[src/rtl/shift_pkg.sv]
// rtl/shift_pkg.sv - shared types and mode constants for the shift sequencer
// Purpose : sequencer state encoding and shifter mode codes.
// Contents: seq_state_t (IDLE/SHIFT/DONE, 2 bits), MODE_* constants.
package shift_pkg;

   typedef enum logic [1:0] {
      IDLE  = 2'd0,
      SHIFT = 2'd1,
      DONE  = 2'd2
   } seq_state_t;

   // 3'b100 aliases MODE_SHL0 and 3'b111 aliases MODE_ROR.
   localparam logic [2:0] MODE_SHL0 = 3'b000;
   localparam logic [2:0] MODE_SHL1 = 3'b001;
   localparam logic [2:0] MODE_SHR0 = 3'b010;
   localparam logic [2:0] MODE_SHR1 = 3'b011;
   localparam logic [2:0] MODE_ROR  = 3'b101;
   localparam logic [2:0] MODE_ROL  = 3'b110;

endpackage

[src/rtl/shifter.sv]
// rtl/shifter.sv - single-step 4-bit combinational shifter/rotator
// Purpose : one shift or rotate step on a 4-bit value.
// Ports   : a    in  4  operand
//           mode in  3  operation select (see shift_pkg MODE_*)
//           r    out 4  result
import shift_pkg::*;

module shifter (
   input  logic [3:0] a,
   input  logic [2:0] mode,
   output logic [3:0] r
);

   always_comb begin
      r = a;
      case (mode)
         MODE_SHL0, 3'b100: r = {a[2:0], 1'b0};
         MODE_SHL1:         r = {a[2:0], 1'b1};
         MODE_SHR0:         r = {1'b0, a[3:1]};
         MODE_SHR1:         r = {1'b1, a[3:1]};
         MODE_ROL:          r = {a[2:0], a[3]};
         default:           r = {a[0], a[3:1]};   // MODE_ROR and 3'b111
      endcase
   end

endmodule

[src/rtl/shift_sequencer.sv]
// rtl/shift_sequencer.sv - multi-step shift/rotate sequencer around the shifter
// Purpose : loads an operand, applies the shifter `count` times, strobes done.
// Ports   : clk       in  1      rising-edge clock
//           rst_n     in  1      asynchronous active-low reset
//           start     in  1      request, sampled only in IDLE
//           load_data in  4      operand captured on accepted start
//           mode      in  3      shifter mode captured on accepted start
//           count     in  CNT_W  step count captured on accepted start
//           q         out 4      holding register (current/final result)
//           busy      out 1      high in SHIFT and DONE
//           done      out 1      one-cycle strobe, q final while high
import shift_pkg::*;

module shift_sequencer #(
   parameter int CNT_W = 3
) (
   input  logic             clk,
   input  logic             rst_n,
   input  logic             start,
   input  logic [3:0]       load_data,
   input  logic [2:0]       mode,
   input  logic [CNT_W-1:0] count,
   output logic [3:0]       q,
   output logic             busy,
   output logic             done
);

   seq_state_t       r_state;
   logic [3:0]       r_q;
   logic [2:0]       r_mode;
   logic [CNT_W-1:0] r_rem;

   seq_state_t       w_state_nxt;
   logic [3:0]       w_q_nxt;
   logic [2:0]       w_mode_nxt;
   logic [CNT_W-1:0] w_rem_nxt;
   logic [3:0]       w_shift_r;

   shifter u_shifter (
      .a    (r_q),
      .mode (r_mode),
      .r    (w_shift_r)
   );

   always_ff @(posedge clk or negedge rst_n) begin
      if (!rst_n) begin
         r_state <= IDLE;
         r_q     <= 4'b0000;
         r_mode  <= 3'b000;
         r_rem   <= '0;
      end else begin
         r_state <= w_state_nxt;
         r_q     <= w_q_nxt;
         r_mode  <= w_mode_nxt;
         r_rem   <= w_rem_nxt;
      end
   end

   always_comb begin
      w_state_nxt = r_state;
      w_q_nxt     = r_q;
      w_mode_nxt  = r_mode;
      w_rem_nxt   = r_rem;
      case (r_state)
         IDLE: begin
            if (start) begin
               w_q_nxt     = load_data;
               w_mode_nxt  = mode;
               w_rem_nxt   = count;
               w_state_nxt = (count == '0) ? DONE : SHIFT;
            end
         end
         SHIFT: begin
            // rem is at least 1 here, so the decrement never wraps.
            w_q_nxt   = w_shift_r;
            w_rem_nxt = r_rem - CNT_W'(1);
            if (r_rem == CNT_W'(1)) begin
               w_state_nxt = DONE;
            end
         end
         DONE: begin
            w_state_nxt = IDLE;
         end
         default: begin
            w_state_nxt = IDLE;
         end
      endcase
   end

   assign q    = r_q;
   assign busy = (r_state != IDLE);
   assign done = (r_state == DONE);

endmodule

[config.mk]
export PLATFORM = sky130hd
export DESIGN_NAME = shift_sequencer
export DESIGN_NICKNAME = d
export VERILOG_FILES = /design/src/rtl/shift_pkg.sv /design/src/rtl/shifter.sv /design/src/rtl/shift_sequencer.sv
export SDC_FILE = /design/constraint.sdc
export NUM_CORES = 1
export LEC_CHECK = 0
export ABC_CLOCK_PERIOD_IN_PS = 2200
export BUFFER_PORTS_ARGS = -buffer_cell sky130_fd_sc_hd__buf_2
export CAP_MARGIN = 20
export CORE_MARGIN = 5
export CORE_UTILIZATION = 46
export CTS_BUF_LIST = sky130_fd_sc_hd__clkbuf_2
export DETAILED_ROUTE_END_ITERATION = 16
export MAX_ROUTING_LAYER = met4
export PLACE_DENSITY = 0.71
export SYNTH_ARGS = -nofsm -noshare
export SYNTH_HDL_FRONTEND = slang
export SYNTH_SLANG_ARGS = --single-unit
export TNS_END_PERCENT = 10
[constraint.sdc]
create_clock -name clk -period 2.2 [get_ports clk]
set_input_delay 0.33 -clock clk [delete_from_list [all_inputs] [get_ports clk]]
set_output_delay 0.33 -clock clk [all_outputs]
set_load 0.02 [all_outputs]
Word-level counts from Yosys, hierarchy flattened
Index checks and enable logic that the tools add are counted.
Widths: inputs -> output; s select.
- register bits after elaboration: 12
- bits in latches: 0
- memory bits (writable): 0
- ROM bits: 0
- bits of input ports: 13
- output and inout port bits: 6
- memories kept: 0
- $add $sub $neg: 1
- multiply operators: 0
- divide/modulo/power cells: 0
- order comparisons: 0
- equality and inequality tests: 10
- shift operators: 0
- mux-type cells: 9
- bitwise gates (word level): 0
- reduce and logical (&&, ||, !) cells: 9
- operators by type and width (cell ; number):
    $pmux 4 s5 ; 1
    $pmux 4 s2 ; 1
    $eq 3x1->1 const B ; 2
    $eq 3x2->1 const B ; 2
    $eq 3x3->1 const B ; 2
    $logic_not 3->1 ; 2
    $mux 2 ; 3
    $pmux 3 s2 ; 1
    $reduce_and 2->1 ; 3
    $mux 4 ; 1
    $ne 2x2->1 const B ; 2
    $pmux 2 s2 ; 1
    $reduce_bool 2->1 ; 2
    $mux 3 ; 1
    $sub 3x1->3 const B ; 1
    $eq 2x1->1 const B ; 1
    $eq 2x2->1 const B ; 1
    $logic_not 2->1 ; 1
    $reduce_or 2->1 ; 1

Depth between registers and ports, before layout
Gate-level depths: netlist of run 1.
- word-level depth: 4
- gate-level depth with buffers: 5
- gate-level depth less buffers: 5

Hierarchy
A second synthesis of run 1 with hierarchy kept.
- cell total of the unflattened synthesis: 78
- area, all modules: 788.3 sq um
- by module, submodules not included (module ; instances ; cells an instance ; area each (sq um) ; seq. area each (sq um)):
    shift_sequencer ; 1 ; 65 ; 693.2 ; 300.3
    shifter ; 1 ; 13 ; 95.1 ; 0.0

Worst setup path after synthesis of run 1
No wires, ideal clock.
- path kind: reg2out
- start: register r_state[1]
- end: output port done
- arrival: 876 ps
- required time: 1870 ps
- path slack: 994 ps
- cell stages (with the launch flop): 4
- buffers on the path: 1
- path through: dfrtp_1 buf_4 inv_1 nor2_1
- longest elaborated chain between the ends: 1
- RTL lines (what ; RTL line ; RTL):
    start, declared ; shift_sequencer.sv:28 ; seq_state_t r_state;
    start signal, assigned ; shift_sequencer.sv:52 ; r_state <= w_state_nxt;
    $eq 2x2->1 ; shift_sequencer.sv:92 ; assign done = (r_state == DONE);
    end, declared ; shift_sequencer.sv:25 ; output logic done
Every way passes these cells.

Worst setup path after layout of run 1
Same ends and word-level chain as after synthesis.

==> impl_metrics.py, run 1 <==
metrics = {
    "status": {
        "status": "finished clean",
    },
    "synthesis": {
        "syn_area_um2": 751,
        "yosys-mux-area-fraction": 0.0850,
        "synthSimpleGateAreaFrac": 0.210,
        "syn-num-nets": 91,
        "netlist.top_cell.by_area": "dfrtp_1",
        "synth_fa_ha_area_frac": 0.0333,
        "ys_seq_area_frac": 0.400,
        "yosysWarnings": 0,
        "synth_compound_area_frac": 0.215,
        "syn_inst": 76,
        "synth_xor_area_frac": 0,
        "synth_cell_type_count": 38,
        "synth_area_leaders": "dfrtp_1 40%, mux2i_1 4.0%, a21oi_1 3.3%, ha_1 3.3%, inv_1 3.0%",
        "avgSynthCellArea_um2": 9.88,
        "synth_top_family_by_area": "compound AO/OA/AOI/OAI gates",
        "yosysTopAreaCellShare": 0.400,
        "postSynthRegisterBits": 12,
    },
    "pwr": {
        "power.leakage_nw": 0.417,
        "max-vdd-ir-drop_mv": 0.618,
        "power_density_nw_per_um2": 1380,
    },
    "drt": {
        "ant_nets": 0,
        "drt-total-wl_um": 1670,
        "via_per_inst": 5.71,
        "vias": 640,
        "dr.pass1.iters": 4,
        "avgRoutedWirePerCell_um": 14.9,
        "drtIter0Drc": 13,
        "drc": 0,
    },
    "timing": {
        "relSlewSlack": 0.701,
        "fin_crit_sh": 0.774,
        "fin_crit_ns": 1.70,
        "fmax_mhz": 587,
        "tightest_slew_ns": 0.449,
        "fin_setup_tns_ns": 0,
        "finClkSkew_ns": 0.00560,
        "rsz0062_at_grt": "false",
        "report.final.setup_viol": 0,
        "hold_ws_ns": 0.273,
        "hold_violations": 0,
        "slew_viol_final": 0,
    },
    "final_layout": {
        "area_delta_synth_final_pct": 15.8,
        "fillers": 138,
        "n_antenna_cell": 0,
        "finalNonFillerCells": 112,
        "drive_gt1_frac": 0.250,
        "finalInstanceArea_um2": 870,
        "fin_nets": 112,
        "seq_area_um2": 300,
        "multiInputGateArea_um2": 408,
        "final_cell_mix": "18 x buf_2, 12 x dfrtp_1, 6 x inv_1, 5 x nor2_1, 5 x a21oi_1",
        "final_common_cell": "buf_2",
    },
    "critical_path": {
        "crit_type": "flop to primary output",
        "rrSetupSlack_ns": 0.74,
        "crit-reg2reg-launch": "r_state[1]",
        "crit_fanout": 13,
        "r2r-end": "r_mode[1]",
        "required_ns": 1.87,
        "critPathArrivalTime_ns": 1.37,
        "cp-start-kind": "flop",
        "worst_setup_path_end_kind": "primary output",
        "r2r_cells": 3,
    },
    "hold_path": {
        "worstHoldEndpoint": "r_mode[0]",
        "hold_start": "mode[0]",
        "hold_class": "input pin to flop",
        "holdPathStages": 2,
    },
    "floorplanning": {
        "die_w_um": 50.4,
        "start_util": 0.493,
        "ios": 19,
        "die_y_um": 50.4,
        "core_area_um2": 1520,
        "die_area_um2": 2540,
        "num_rows": 14,
    },
    "clocking": {
        "cts_sinks": 12,
        "cts-root-buf": "clkbuf_2",
        "cts_tree": "yes",
        "clockBufferDepth": 2,
        "cts_resized": 0,
        "cts_made_buffers": 3,
        "htreeDepth": 1,
        "path_clk_slew_ns": 0.11,
        "clk-insertion-delay-late_ns": 0.26,
    },
    "placement": {
        "dp.final_hpwl_um": 1270,
        "port_buffers": 18,
        "place_area_um2": 841,
        "gp_congestion": 0.843,
        "place_inst": 107,
    },
    "global_routing": {
        "grt_pass1_wl_um": 2940,
        "grt_max_degree": 17,
        "grt_pass1_vias": 660,
        "grt_usage": 0.152,
        "grt_antenna_before_repair": 0,
        "grt.overflow.total": 0,
    },
    "job": {
        "max_cap_viol_count": 0,
    },
}
## critical path: stages (launching register included)
cell	delay (ns)
dfrtp_1	0.60
inv_1	0.22
nor2_1	0.12
buf_2	0.17
## metrics by stage
stage,setup WS (ns),total power [mW],utilization
floorplan,0.994,0.934,-
global placement,0.795,1.08,0.552
detailed placement,0.781,1.09,0.552
CTS,0.501,1.21,0.571
global route,0.319,1.33,0.571
finish,0.497,1.20,0.571
## area by class of cell
cell class                      instances  share of cell area
Timing Repair Buffer                   19               0.115
Tap cell                               16              0.0230
Clock inverter                          1             0.00432
Sequential cell                        12               0.345
Inverter                                6              0.0259
Multi-Input combinational cell         55               0.469
Clock buffer                            3              0.0173
## cells in the mapped netlist
library cell / number
a211o_1: 1
a211oi_1: 1
a21o_1: 1
a21oi_1: 5
a221oi_1: 1
a22o_1: 1
a31oi_1: 1
a32oi_1: 1
and3b_1: 2
buf_2: 1
buf_4: 2
dfrtp_1: 12
ha_1: 2
inv_1: 6
mux2_1: 2
mux2_2: 1
mux2i_1: 3
nand2_1: 1
nand2b_1: 3
nand4b_1: 1
nor2_1: 5
nor2_2: 1
nor2b_1: 1
nor2b_2: 1
nor3_1: 2
nor3b_1: 1
nor4b_1: 1
nor4bb_1: 1
o211ai_1: 2
o21a_1: 1
o21ai_0: 1
o21ai_1: 1
o221a_1: 1
o22a_1: 1
o22ai_1: 2
o31ai_1: 2
or3_1: 2
or4b_1: 2
## layer usage
metal / up-vias / part of all wire / GRT usage
met1: 292 / 0.49 / 0.203
met5: - / 0 / -
met3: 4 / 0.063 / 0.0651
li1: 327 / - / -
met2: 17 / 0.44 / 0.215
met4: 0 / 0.0048 / 0.0255
## worst max-delay path by stage
stage / from / to / slack (ns) / depth (start not counted)
global route: r_state[1] / done / 0.32 / 3
finish: r_state[1] / done / 0.50 / 3
global placement: r_state[1] / r_mode[1] / 0.80 / 3
floorplan: r_state[1] / done / 0.99 / 3
CTS: r_state[1] / done / 0.50 / 3
detailed placement: r_state[1] / r_mode[1] / 0.78 / 3
## power by group
group | internal [mW] | switching, mW
Combinational | 0.284 | 0.306
Sequential | 0.331 | 0.171
Clock | 0.0395 | 0.0706
## what timing repair did
action	4_1_cts	5_1_grt
endpoints found under the hold margin	12	0
hold buffers	1	0
buffers inserted	0	0
## flip-flops by register name, summed over array words and instances, names as in the netlist
| register | flops |
|---|---|
| r_mode | 3 |
| r_state | 2 |
| q | 4 |
| r_rem | 3 |
## logic make-up (layout without fill, tap and decap cells)
logic type	Yosys count	after routing
and+or+nand+nor	24	24
AOI/OAI and AO/OA	23	23
DFF	12	12
buffers and inverters	9	29
muxes	6	6
adders and majority gates	2	2
No activity file was read; power rests on OpenSTA's default activity.
==> run 2: changes to the inputs <==
ABC_CLOCK_PERIOD_IN_PS = 1760   (was 2200)
clock period = 1.76 ns   (was 2.2 ns; I/O delays follow)
==> impl_metrics.py, run 2 (synthesis results as in run 1) <==
metrics = {
    "global_routing": {
        "grt_pass1_vias": 640,
        "grt_max_degree": 17,
        "grt_pass1_wl_um": 2870,
        "grt_usage": 0.150,
        "grt.overflow.total": 0,
        "grt_antenna_before_repair": 0,
    },
    "timing": {
        "slew_viol_final": 0,
        "relSlewSlack": 0.708,
        "rsz0062_at_grt": "false",
        "fin_setup_tns_ns": 0,
        "fin_crit_sh": 0.892,
        "hold_violations": 0,
        "fmax_mhz": 637,
        "fin_ws_ns": 0.190,
        "finClkSkew_ns": 0.00655,
        "tightest_slew_ns": 0.438,
        "fin_crit_ns": 1.57,
        "report.final.setup_viol": 0,
    },
    "drt": {
        "dr.pass1.iters": 4,
        "ant_nets": 0,
        "drtIter0Drc": 12,
        "vias": 660,
        "drt-total-wl_um": 1660,
        "via_per_inst": 5.89,
        "avgRoutedWirePerCell_um": 14.8,
        "drc": 0,
    },
    "critical_path": {
        "cp-start-kind": "flop",
        "crit_fanout": 16,
        "crit-reg2reg-launch": "r_state[0]",
        "crit_start": "r_state[0]",
        "critPathArrivalTime_ns": 1.31,
        "worst-path-stages": 3,
        "crit_type": "flop to primary output",
        "cp_top_family": "flip-flops",
        "slowest_stage": "dfrtp_1",
        "r2r_cells": 3,
        "worstPathCellList": "inv_1, nand2_1, buf_2",
        "required_ns": 1.50,
        "path_buf_inv": 2,
        "worst_setup_path_end_kind": "primary output",
        "cp_slowest_stage_delay_ns": 0.63,
    },
    "placement": {
        "place_area_um2": 841,
        "dp.final_hpwl_um": 1240,
        "gp_congestion": 0.843,
        "port_buffers": 18,
        "post-place-ws_ns": 0.330,
    },
    "final_layout": {
        "drive_gt1_frac": 0.260,
        "final_cell_mix": "18 x buf_2, 11 x dfrtp_1, 6 x inv_1, 5 x nor2_1, 5 x a21oi_1",
        "fin_nets": 112,
        "largest_reg_flops": 4,
        "area_delta_synth_final_pct": 16.0,
        "finalInstanceArea_um2": 871,
        "final_common_cell": "buf_2",
        "n_antenna_cell": 0,
    },
    "pwr": {
        "p_sw_frac": 0.456,
        "power.leakage_nw": 0.416,
        "net-switching-power_uw": 688,
        "power.internal_uw": 820,
        "power_density_nw_per_um2": 1730,
        "comb_power_share": 0.490,
        "power.share.sequential": 0.418,
        "max-vdd-ir-drop_mv": 0.749,
        "pwr-share-clk": 0.092,
    },
    "floorplanning": {
        "die_y_um": 50.4,
        "die_area_um2": 2540,
        "ios": 19,
        "start_util": 0.493,
        "core_area_um2": 1520,
        "num_rows": 14,
        "die_w_um": 50.4,
    },
    "clocking": {
        "cts_made_buffers": 3,
        "path_clk_slew_ns": 0.12,
        "cts_sinks": 12,
        "clk-insertion-delay-late_ns": 0.27,
        "cts_tree": "yes",
        "postCtsSetupRepairBufs": 0,
        "clockBufferDepth": 2,
        "cts-root-buf": "clkbuf_2",
        "htreeDepth": 1,
    },
    "hold_path": {
        "hold_start": "mode[2]",
        "hold_class": "input pin to flop",
        "holdPathStages": 2,
    },
    "status": {
        "status": "finished clean",
    },
    "job": {
        "max_cap_viol_count": 0,
    },
}
[run 2: power groups by stage]
stage | clock network (mW) | registers, mW | logic [mW]
floorplan | 0 | 0.605 | 0.563
global placement | 0 | 0.626 | 0.726
detailed placement | 0 | 0.630 | 0.732
CTS | 0.150 | 0.625 | 0.743
global route | 0.169 | 0.664 | 0.837
finish | 0.139 | 0.630 | 0.738
[run 2: cell type report]
| class | count | area (um2) |
|---|---|---|
| Tap cell | 16 | 20.0 |
| Multi-Input combinational cell | 55 | 408 |
| Inverter | 6 | 22.5 |
| Sequential cell | 12 | 302 |
| Clock inverter | 1 | 3.75 |
| Clock buffer | 3 | 15.0 |
| Fill cell | 135 | 653 |
| Timing Repair Buffer | 19 | 100 |
[run 2: layer usage]
metal	part of all wire	global-route usage	vias up	routed length (um)
met4	0.0048	0.0255	0	8
met2	0.45	0.215	25	750
met3	0.081	0.0621	2	135
met5	0	-	-	0
met1	0.46	0.202	308	766
li1	-	-	325	-
[run 2: final timing paths]
path | to | slack (ns)
setup / recovery | busy | 0.19
hold / removal | r_mode[2] | 0.21
setup reg to reg | q[3] | 0.32
hold reg to reg | r_rem[0] | 0.56
max in group asynchronous | r_state[1] | 1.15
min in group asynchronous | r_rem[0] | 0.38
[run 2: per-stage QoR]
stage	hold slack [ns]	util	std cells	total power, mW
detailed placement	0.159	0.552	107	1.36
floorplan	-0.0316	-	76	1.17
global placement	0.162	0.552	107	1.35
global route	0.173	0.571	112	1.67
finish	0.208	0.571	112	1.51
CTS	0.189	0.571	112	1.52
[run 2: what timing repair did]
action | CTS | global route
hold buffers | 1 | 0
gates resized for setup | 0 | 1
setup endpoints to repair | 0 | 1
endpoints found under the hold margin | 12 | 0
[run 2: worst register-to-register path, stage by stage (launching register included)]
cell and delay, ns:
dfrtp_1 0.63, nor2b_2 0.39, o31ai_1 0.14, o31ai_1 0.20
